<file path="src/rtl/reg_write_sequencer_pkg.sv">
`default_nettype none
// ============================================================================
// Module      : reg_write_sequencer_pkg
// Description : Shared constants and types for the register-file write path.
//               RF_DATA_W / RF_ADDR_W are the register file's word and index
//               widths. wb_entry_t is one queued {destination, value} write.
// Revision    : 1.0 - initial release
// ============================================================================
package reg_write_sequencer_pkg;

  localparam int RF_DATA_W   = 16;
  localparam int RF_ADDR_W   = 3;
  localparam int RF_NUM_REGS = 2 ** RF_ADDR_W;

  // One pending register-file write. "dst" is the destination register index.
  typedef struct packed {
    logic [RF_ADDR_W-1:0] dst;
    logic [RF_DATA_W-1:0] data;
  } wb_entry_t;

endpackage : reg_write_sequencer_pkg
`default_nettype wire

</file>
<file path="src/rtl/reg_write_sequencer_wb_fifo.sv">
`default_nettype none
// ============================================================================
// Module      : wb_fifo
// Description : Circular buffer of {reg, data} write entries with occupancy
//               count. Every slot is exposed so the parent can scan the
//               queue by age starting from rd_ptr_o.
// Ports       : clk, rst           - clock, synchronous active-high reset
//               push_i/pop_i       - store one entry / retire the head entry
//               flush_i            - drop all entries (wins over push/pop)
//               push_reg_i/_data_i - entry being stored
//               head_reg_o/_data_o - oldest entry (don't-care when empty)
//               ent_reg_o/_data_o  - raw slot contents, indexed by slot
//               rd_ptr_o, count_o  - head slot and number of valid entries
//               full_o, empty_o    - occupancy flags
// Revision    : 1.0 - initial release
// ============================================================================
module wb_fifo
  import reg_write_sequencer_pkg::*;
#(
  parameter int DATA_W = RF_DATA_W,
  parameter int ADDR_W = RF_ADDR_W,
  parameter int DEPTH  = 4,
  localparam int PTR_W = $clog2(DEPTH),
  localparam int CNT_W = $clog2(DEPTH + 1)
) (
  input  logic                          clk,
  input  logic                          rst,
  input  logic                          push_i,
  input  logic                          pop_i,
  input  logic                          flush_i,
  input  logic [ADDR_W-1:0]             push_reg_i,
  input  logic [DATA_W-1:0]             push_data_i,
  output logic [ADDR_W-1:0]             head_reg_o,
  output logic [DATA_W-1:0]             head_data_o,
  output logic [DEPTH-1:0][ADDR_W-1:0]  ent_reg_o,
  output logic [DEPTH-1:0][DATA_W-1:0]  ent_data_o,
  output logic [PTR_W-1:0]              rd_ptr_o,
  output logic [CNT_W-1:0]              count_o,
  output logic                          full_o,
  output logic                          empty_o
);

  generate
    if ((DEPTH < 2) || ((DEPTH & (DEPTH - 1)) != 0)) begin : g_depth_check
      $error("wb_fifo: DEPTH must be a power of two and at least 2");
    end
  endgenerate

  logic [DEPTH-1:0][ADDR_W-1:0] mem_reg_q;
  logic [DEPTH-1:0][DATA_W-1:0] mem_data_q;
  logic [PTR_W-1:0]             wr_ptr_q;
  logic [PTR_W-1:0]             rd_ptr_q;
  logic [CNT_W-1:0]             count_q;
  logic                         w_push;
  logic                         w_pop;

  assign full_o  = (count_q == CNT_W'(DEPTH));
  assign empty_o = (count_q == '0);

  // Self-protecting: never overfill, never underflow, nothing moves on flush.
  assign w_push = push_i & ~full_o  & ~flush_i;
  assign w_pop  = pop_i  & ~empty_o & ~flush_i;

  // Pointers are PTR_W bits wide and DEPTH is a power of two, so the
  // natural binary wrap is the modulo-DEPTH wrap.
  always_ff @(posedge clk) begin
    if (rst) begin
      wr_ptr_q <= '0;
      rd_ptr_q <= '0;
      count_q  <= '0;
    end else if (flush_i) begin
      rd_ptr_q <= wr_ptr_q;
      count_q  <= '0;
    end else begin
      if (w_push) wr_ptr_q <= wr_ptr_q + PTR_W'(1);
      if (w_pop)  rd_ptr_q <= rd_ptr_q + PTR_W'(1);
      case ({w_push, w_pop})
        2'b10:   count_q <= count_q + CNT_W'(1);
        2'b01:   count_q <= count_q - CNT_W'(1);
        default: count_q <= count_q;
      endcase
    end
  end

  // Slot contents carry no reset: validity is defined solely by count_q.
  always_ff @(posedge clk) begin
    if (w_push) begin
      mem_reg_q[wr_ptr_q]  <= push_reg_i;
      mem_data_q[wr_ptr_q] <= push_data_i;
    end
  end

  assign head_reg_o  = mem_reg_q[rd_ptr_q];
  assign head_data_o = mem_data_q[rd_ptr_q];
  assign ent_reg_o   = mem_reg_q;
  assign ent_data_o  = mem_data_q;
  assign rd_ptr_o    = rd_ptr_q;
  assign count_o     = count_q;

endmodule : wb_fifo
`default_nettype wire

</file>
<file path="src/rtl/reg_write_sequencer.sv">
`default_nettype none
// ============================================================================
// Module      : reg_write_sequencer
// Description : Initiator side of the register-file write port. Queues
//               writeback requests in order, issues at most one write per
//               cycle, publishes a busy scoreboard of pending destinations
//               and forwards the youngest queued value for a lookup index.
// Ports       : clk, rst                     - clock, sync active-high reset
//               in_valid/in_ready/in_reg/in_data - request handshake
//               wb_hold                      - write slot unavailable
//               flush                        - discard all queued entries
//               regWrite/writeReg/writeData  - register-file write port
//               busy                         - per-register pending mask
//               fwd_reg/fwd_hit/fwd_data     - forwarding lookup
//               empty                        - queue holds no entries
// Revision    : 1.0 - initial release
// ============================================================================
module reg_write_sequencer
  import reg_write_sequencer_pkg::*;
#(
  parameter int DATA_W  = RF_DATA_W,
  parameter int ADDR_W  = RF_ADDR_W,
  parameter int DEPTH   = 4,
  parameter bit DROP_R0 = 1'b1
) (
  input  logic                   clk,
  input  logic                   rst,
  input  logic                   in_valid,
  output logic                   in_ready,
  input  logic [ADDR_W-1:0]      in_reg,
  input  logic [DATA_W-1:0]      in_data,
  input  logic                   wb_hold,
  input  logic                   flush,
  output logic                   regWrite,
  output logic [ADDR_W-1:0]      writeReg,
  output logic [DATA_W-1:0]      writeData,
  output logic [2**ADDR_W-1:0]   busy,
  input  logic [ADDR_W-1:0]      fwd_reg,
  output logic                   fwd_hit,
  output logic [DATA_W-1:0]      fwd_data,
  output logic                   empty
);

  localparam int PTR_W = $clog2(DEPTH);
  localparam int CNT_W = $clog2(DEPTH + 1);

  logic                         w_full;
  logic                         w_empty;
  logic                         w_accept;
  logic                         w_drop;
  logic                         w_push;
  logic [ADDR_W-1:0]            w_head_reg;
  logic [DATA_W-1:0]            w_head_data;
  logic [DEPTH-1:0][ADDR_W-1:0] w_ent_reg;
  logic [DEPTH-1:0][DATA_W-1:0] w_ent_data;
  logic [PTR_W-1:0]             w_rd_ptr;
  logic [CNT_W-1:0]             w_count;

  // No pass-through: a pop in the same cycle never frees a full queue.
  assign in_ready = ~w_full;
  assign w_accept = in_valid & in_ready & ~flush;
  // Writes to register 0 are handshaken but never stored.
  assign w_drop   = DROP_R0 && (in_reg == '0);
  assign w_push   = w_accept & ~w_drop;

  // Driven purely by registered occupancy, so a request accepted this cycle
  // cannot reach the write port before the next cycle.
  assign regWrite  = ~w_empty & ~wb_hold & ~flush;
  assign writeReg  = w_empty ? '0 : w_head_reg;
  assign writeData = w_empty ? '0 : w_head_data;
  assign empty     = w_empty;

  wb_fifo #(
    .DATA_W (DATA_W),
    .ADDR_W (ADDR_W),
    .DEPTH  (DEPTH)
  ) u_wb_fifo (
    .clk         (clk),
    .rst         (rst),
    .push_i      (w_push),
    .pop_i       (regWrite),
    .flush_i     (flush),
    .push_reg_i  (in_reg),
    .push_data_i (in_data),
    .head_reg_o  (w_head_reg),
    .head_data_o (w_head_data),
    .ent_reg_o   (w_ent_reg),
    .ent_data_o  (w_ent_data),
    .rd_ptr_o    (w_rd_ptr),
    .count_o     (w_count),
    .full_o      (w_full),
    .empty_o     (w_empty)
  );

  // Scan valid entries oldest to youngest starting at the head. A later
  // match overwrites an earlier one, so the youngest matching entry wins.
  always_comb begin
    busy     = '0;
    fwd_hit  = 1'b0;
    fwd_data = '0;
    for (int i = 0; i < DEPTH; i++) begin
      if (CNT_W'(i) < w_count) begin
        busy[w_ent_reg[w_rd_ptr + PTR_W'(i)]] = 1'b1;
        if (w_ent_reg[w_rd_ptr + PTR_W'(i)] == fwd_reg) begin
          fwd_hit  = 1'b1;
          fwd_data = w_ent_data[w_rd_ptr + PTR_W'(i)];
        end
      end
    end
  end

endmodule : reg_write_sequencer
`default_nettype wire
</file>
<file path="config.mk">
export PLATFORM = sky130hd
export DESIGN_NAME = reg_write_sequencer
export DESIGN_NICKNAME = d
export VERILOG_FILES = /design/src/rtl/reg_write_sequencer_pkg.sv /design/src/rtl/reg_write_sequencer_wb_fifo.sv /design/src/rtl/reg_write_sequencer.sv
export SDC_FILE = /design/constraint.sdc
export NUM_CORES = 1
export LEC_CHECK = 0
export CORE_ASPECT_RATIO = 0.6
export CORE_MARGIN = 5
export CORE_UTILIZATION = 31
export DETAILED_ROUTE_END_ITERATION = 6
export DONT_BUFFER_PORTS = 1
export PLACE_DENSITY = 0.54
export SYNTH_ARGS = -nofsm -noshare
export SYNTH_HDL_FRONTEND = slang
export SYNTH_SLANG_ARGS = --single-unit
</file>
<file path="constraint.sdc">
create_clock -name clk -period 2.4 [get_ports clk]
set_input_delay 0.24 -clock clk [delete_from_list [all_inputs] [get_ports clk]]
set_output_delay 0.24 -clock clk [all_outputs]
set_load 0.1 [all_outputs]
</file>
==> results of run 1 <==
[metrics by stage]
step / instance area (um^2) / total power [mW] / hold WS, ns
after detailed placement: 7850 / 2.82 / 0.313
after floorplan: 6300 / 2.46 / 0.305
after CTS: 8920 / 4.33 / 0.103
after global placement: 7850 / 2.80 / 0.314
after global routing: 9240 / 4.56 / 0.127
final: 9240 / 4.40 / 0.110
[metal layers]
metal | GRT usage (%) | up-vias
met5 | 0 | -
met4 | 4.79 | 0
met3 | 4.74 | 28
met2 | 29.3 | 206
met1 | 25.4 | 2600
li1 | - | 2277
[critical path, delay by kind of cell (launching register included)]
family / cells / cell delay [ns]
compound gates: 2 / 0.33
xor+xnor: 1 / 0.22
buf+inv: 3 / 0.59
flops: 1 / 0.47
mux: 1 / 0.50
simple gates: 1 / 0.16
[cell type report]
class                      count  area, um^2
clock buffer                   9         225
inverter                      28         105
multi-input combinational    351        3960
timing repair buffer         176        2150
fill                        1602        9650
sequential                    83        2430
tap                          246         308
clock inverter                 6        57.6
[cell families after synthesis]
| logic type | Yosys count |
|---|---|
| AO/OA/AOI/OAI | 121 |
| XOR/XNOR | 18 |
| adder cells (fa/ha/maj) | 9 |
| buffers and inverters | 70 |
| flip-flops | 83 |
| multiplexers | 82 |
| AND/OR/NAND/NOR | 119 |
[registers in the layout, indices dropped and copies added, names as in the netlist]
| register | flops |
|---|---|
| u_wb_fifo.ent_data_o | 64 |
| u_wb_fifo.ent_reg_o | 12 |
| u_wb_fifo.count_o | 3 |
| u_wb_fifo.rd_ptr_o | 2 |
| u_wb_fifo.wr_ptr_q | 2 |
[power by group through the flow]
stage | clock [mW] | sequential [mW] | combinational (mW)
after floorplan | 0 | 1.66 | 0.797
after global placement | 0 | 1.67 | 1.13
after detailed placement | 0 | 1.67 | 1.15
after CTS | 1.37 | 1.64 | 1.32
after global routing | 1.44 | 1.65 | 1.47
final | 1.36 | 1.64 | 1.40
[worst paths after layout]
| kind | depth (start not counted) | slack, ns | endpoint |
|---|---|---|---|
| max | 8 | -0.49 | fwd_data[13] |
| min | 2 | 0.11 | u_wb_fifo.rd_ptr_o[1]$_SDFFE_PP0P_ |
| max reg2reg | 10 | 0.21 | u_wb_fifo.count_o[2]$_SDFFE_PP0P_ |
| min reg2reg | 2 | 0.57 | u_wb_fifo.rd_ptr_o[1]$_SDFFE_PP0P_ |
[placed cells by master (no fill, tap or decap), drive strengths merged]
master       instances
mux2i               20
buf                154
clkinv               6
nand2               31
a2111oi              1
mux4                44
xor2                 2
and2                 4
or2                  1
a21oi               19
o22ai               16
ha                   9
nand2b               6
a31oi                3
xnor2               16
clkbuf              10
mux2                18
nor2                43
a21boi              16
nand3                1
o311a               16
o21ai               34
o221ai               8
dlygate4sd3         21
nor4                 1
a32oi                1
nor3                 8
edfxtp              76
nor2b                2
o32a                 3
a21o                 1
nor4bb               1
bufinv               1
inv                 27
nand4               20
o21bai               1
dfxtp                7
a211oi               2
and4                 3
[what timing repair did]
item | 4_1_cts | 5_1_grt
gates cloned | 5 | 1
hold endpoints to repair | 83 | 0
pin swaps | 13 | 19
resized for setup | 96 | 66
hold buffers | 21 | 0
setup buffers | 21 | 15
endpoints found under the setup margin | 38 | 44
[synthesized netlist by cell type (13+ instances only)]
master	count	area, um^2
a21boi_0	16	120
a21oi_1	19	95.1
buf_2	15	75.1
clkbuf_1	17	63.8
edfxtp_1	76	2280
inv_1	26	97.6
mux2_2	18	203
mux2i_1	20	200
mux4_2	44	991
nand2_1	31	116
nand4_1	19	119
nor2_1	43	161
o21ai_0	32	160
o311a_1	16	160
xnor2_1	13	114
==> summary.md, run 1 <==
| Metric | Value |
|---|---|
| Asr flop ratio synth | `0%` |
| Worst-path fanout max | `20` |
| Clock network fraction of total power | `30.9%` |
| Gr usage total | `18.4%` |
| First-pass GRT wire length | `31.3 mm` |
| Area delta synth->final | `56.4%` |
| Total grt overflow | `0` |
| Final core utilization | `48.9%` |
| Synth Area in Adders | `1.91%` |
| Total CTS buffers | `9` |
| Violated checks | `negative setup slack` |
| Worst slew pin tran | `0.523 ns` |
| Xor and xnor fraction of the mapped netlist area | `3.62%` |
| Diodes inserted | `0` |
| Unrepaired setup endpoints after global routing | `yes` |
| Synth warn | `0` |
| Power share of the combinational group | `31.8%` |
| DPL Wire Length | `13.2 mm` |
| Top routing layer used | `met4` |
| FF+latch count, synth | `83` |
| 1st-iter DRT viols | `398` |
| Clock-pin transition on the worst setup and hold timing paths | `0.07 ns` |
| Post-synthesis compound-gate area fraction | `14.7%` |
| Sequential share of the synthesized area | `41.0%` |
| Leakage | `3.25 nW` |
| Net Sw Power | `1.40 mW` |
| Final Max Slew Viols | `0` |
| VDD IR-drop max | `325 uV` |
| Largest net degree at the start of global routing | `29` |
| CP endpoint kind | `output pin` |
| Outcome | `finished, violations left` |
| Clock Latency Late Sink | `0.34 ns` |
| DP Worst Slack | `-0.164 ns` |
| Main combinational cell family by area after synthesis | `multiplexers` |
| Hold violation count in the final report | `0` |
| Clock Skew | `0.0122 ns` |
| Post-Route M1 WL | `9.21 mm` |
| P_int | `3.01 mW` |
| Setup crit start kind | `flop` |
| Part of the power in registers | `37.3%` |
| Initial antenna violation count | `0` |
| Crit-path max cell delay | `0.50 ns` |
| Synth Instances | `502` |
| Root buffer cell | `clkbuf_16` |
| Total wire length | `20.2 mm` |
| CTS tree | `done` |
| Fin nets | `685` |
| Vias in the first global route | `5235` |
| Layout cell share with drive strength beyond 1 | `53.0%` |
| Mean Syn Cell Area | `11.8 um^2` |
| Length of routed met2 wiring | `9.26 mm` |
| # H-tree levels | `3` |
| CP startpoint | `u_wb_fifo.ent_reg_o[1]$_DFFE_PP_` |
| Period minus WS final | `2.89 ns` |
| Final clock period utilization by the worst path | `120%` |
| Setup TNS | `-9.62 ns` |
| Vias/cell | `5.69` |
| Final WS setup | `-0.490 ns` |
| # IOs | `74` |
| Final std cells w/o fill | `899` |
| GP Congestion | `0.869` |
| Final setup vio count | `29` |
| R2R Path Start | `u_wb_fifo.count_o[1]$_SDFFE_PP0P_` |
| CP arrival | `2.65 ns` |
| Drt drc | `0` |
| Maximum clock frequency | `346 MHz` |
| CP max-delay cell | `mux4_2` |
| CTS max path bufs | `2` |
| Synth Cell Area | `5900 um^2` |
| Number of synthesized flops with an enable pin | `76` |
| Multiplexer share of the synthesized area | `23.6%` |
| DR vias | `5111` |
| Max_cap viols | `0` |
| # port buffers | `0` |
| Die footprint | `22000 um^2` |
| Worst Path Required | `2.16 ns` |
| Syn nets | `538` |
| Die width | `188 um` |
| Main synth FF type | `edfxtp_1` |
| Most common cell type on the critical path | `buf_6` |
| Site Rows | `39` |
| Critical path cell sequence | `buf_6, mux4_2, xnor2_1, nand4_1, buf_6, o311a_1, o22ai_4, buf_12` |
| Die Height | `117 um` |
| Core area | `18900 um^2` |
| Placed cell count | `830` |
| Tightest Hold Check Type | `in2reg` |
| Sw frac | `31.7%` |
| DRT antenna net count | `0` |
| Initial Utilization | `31.3%` |
| Simple-gate share of the synthesized area | `9.54%` |
| Sink Count | `83` |
| Metal3 WL | `1.48 mm` |
| Slew HR | `65.1%` |
| Drt wl/cell | `22.5 um` |
| Count of unique library cells instantiated by Yosys | `45` |
| First drt pass iteration count | `5` |
| Worst hold path startpoint | `flush` |
| WS Path Type | `reg2out` |
| Pwr Density | `477 nW/um^2` |
No activity file was read; power rests on OpenSTA's default activity.
==> inputs of run 2 (changes only) <==
- CORE_MARGIN: 5 -> 2
==> run 2 against run 1 <==
  * The run still ends with negative setup slack left
  * Sequential cell count did not move
  * Largest power group unchanged
  * Register-to-register slack improved by 0.04 ns
  * Critical path type unchanged
  * Die area fell by 8.2%
  * Highest routed layer unchanged
==> summary.md, run 2 (synthesis gave the netlist of run 1 again) <==
| Metric | Value |
|---|---|
| # fillers | `1688` |
| Setup TNS | `-8.16 ns` |
| WS Path Type | `reg2out` |
| Initial antenna violation count | `0` |
| Fin nets | `664` |
| First-pass GRT wire length | `29.2 mm` |
| Core area | `18800 um^2` |
| Site Rows | `39` |
| # port buffers | `0` |
| Clock-pin transition on the worst setup and hold timing paths | `0.06 ns` |
| Clock Skew | `0.00752 ns` |
| Final Max Slew Viols | `0` |
| Die width | `182 um` |
| Metal3 WL | `1.15 mm` |
| Die Height | `111 um` |
| Post-DP Area | `7910 um^2` |
| Worst Path Required | `2.16 ns` |
| CP endpoint kind | `output pin` |
| # H-tree levels | `3` |
| Clock Latency Late Sink | `0.34 ns` |
| GP Congestion | `0.856` |
| WHS | `0.123 ns` |
| Max_cap viols | `0` |
| DR vias | `4845` |
| CP arrival | `2.64 ns` |
| Maximum clock frequency | `347 MHz` |
| Total power | `4.31 mW` |
| VDD IR-drop max | `339 uV` |
| Gr usage total | `18.7%` |
| Root buffer cell | `clkbuf_16` |
| Worst-path fanout max | `16` |
| Final std cells w/o fill | `879` |
| CTS max path bufs | `2` |
| Violated checks | `negative setup slack` |
| Vias in the first global route | `5081` |
| Period minus WS final | `2.88 ns` |
| First drt pass iteration count | `4` |
| Area delta synth->final | `49.5%` |
| Pwr Density | `489 nW/um^2` |
| Largest register FFs | `64` |
| Drt drc | `0` |
| Die footprint | `20200 um^2` |
| Initial Utilization | `31.3%` |
| Diodes inserted | `0` |
| Top routing layer used | `met4` |
| Multi-input gate area | `3770 um^2` |
| DRT antenna net count | `0` |
| Total wire length | `18.6 mm` |
| Total CTS buffers | `9` |
| Final setup vio count | `26` |
| Worst slew pin tran | `0.760 ns` |
| Placed cell count | `833` |
| Crit-path max cell delay | `0.58 ns` |
| Final core utilization | `46.9%` |
| Commonest cells after routing, fill and taps aside | `76 x edfxtp_1, 74 x buf_4, 48 x buf_12` |
| Sink Count | `83` |
| Layout cell share with drive strength beyond 1 | `49.0%` |
| Post-Route M1 WL | `8.83 mm` |
| Setup crit start kind | `flop` |
| DPL Wire Length | `13.0 mm` |
| Unrepaired setup endpoints after global routing | `yes` |
| Post-route cell area | `8830 um^2` |
| DP Worst Slack | `-0.272 ns` |
| Reg area | `2430 um^2` |
| Slew HR | `49.3%` |
| CP max-delay cell | `mux4_2` |
| Hold violation count in the final report | `0` |
| Tightest Hold Check Type | `in2reg` |
| Length of routed met2 wiring | `8.44 mm` |
| 1st-iter DRT viols | `317` |
| Final clock period utilization by the worst path | `120%` |
| Critical path cell sequence | `mux4_2, xnor2_4, buf_4, nand4_1, o311a_1, o22ai_2, buf_12` |
| CTS tree | `done` |
| Final WS setup | `-0.484 ns` |
| Vias/cell | `5.51` |
| # IOs | `74` |
| Leakage | `3.05 nW` |
| Drt wl/cell | `21.2 um` |
| Largest net degree at the start of global routing | `27` |
| Commonest non-fill, non-tap cell in the layout | `edfxtp_1` |
| Total grt overflow | `0` |
| Outcome | `finished, violations left` |
run 2: worst paths after layout:
check,start,end,slack (ns),cells after the start
min,flush,u_wb_fifo.rd_ptr_o[0]$_SDFFE_PP0P_,0.12,2
max,u_wb_fifo.ent_reg_o[4]$_DFFE_PP_,fwd_data[13],-0.48,7
min reg2reg,u_wb_fifo.count_o[1]$_SDFFE_PP0P_,u_wb_fifo.count_o[1]$_SDFFE_PP0P_,0.56,2
max reg2reg,u_wb_fifo.count_o[0]$_SDFFE_PP0P_,u_wb_fifo.count_o[2]$_SDFFE_PP0P_,0.25,10
run 2: power by group:
group	internal, mW	switching [mW]	total, mW
logic	0.537	0.758	1.30
registers	1.61	0.0281	1.64
clock network	0.806	0.573	1.38
run 2: repair_timing:
item,in CTS,in global routing
hold buffers,21,0
endpoints found under the setup margin,41,44
pin swaps,6,7
gates resized for setup,44,59
endpoints found under the hold margin,83,0
gates cloned,2,1
setup buffers,5,3
run 2: layout make-up:
cell class	count	area share, %
clock buffers	10	2.59
clock inverters	6	0.751
inverters	28	1.19
multi-input cells	350	42.7
flip-flops and latches	83	27.6
well taps	246	3.49
repair buffers	156	21.7
run 2: worst max-delay path: cells and delay by family, from the launching register on:
family,cells,cell delay [ns]
buffers and inverters,2,0.49
AND/OR/NAND/NOR,1,0.14
flip-flops,1,0.48
AO/OA/AOI/OAI,2,0.34
XOR/XNOR,1,0.25
multiplexers,1,0.58
run 2: routing by layer:
| layer | track usage, % | vias to the layer above |
|---|---|---|
| met4 | 3.55 | 0 |
| met2 | 28.8 | 173 |
| met1 | 27.3 | 2420 |
| met3 | 3.75 | 20 |
| met5 | 0 | - |
| li1 | - | 2232 |
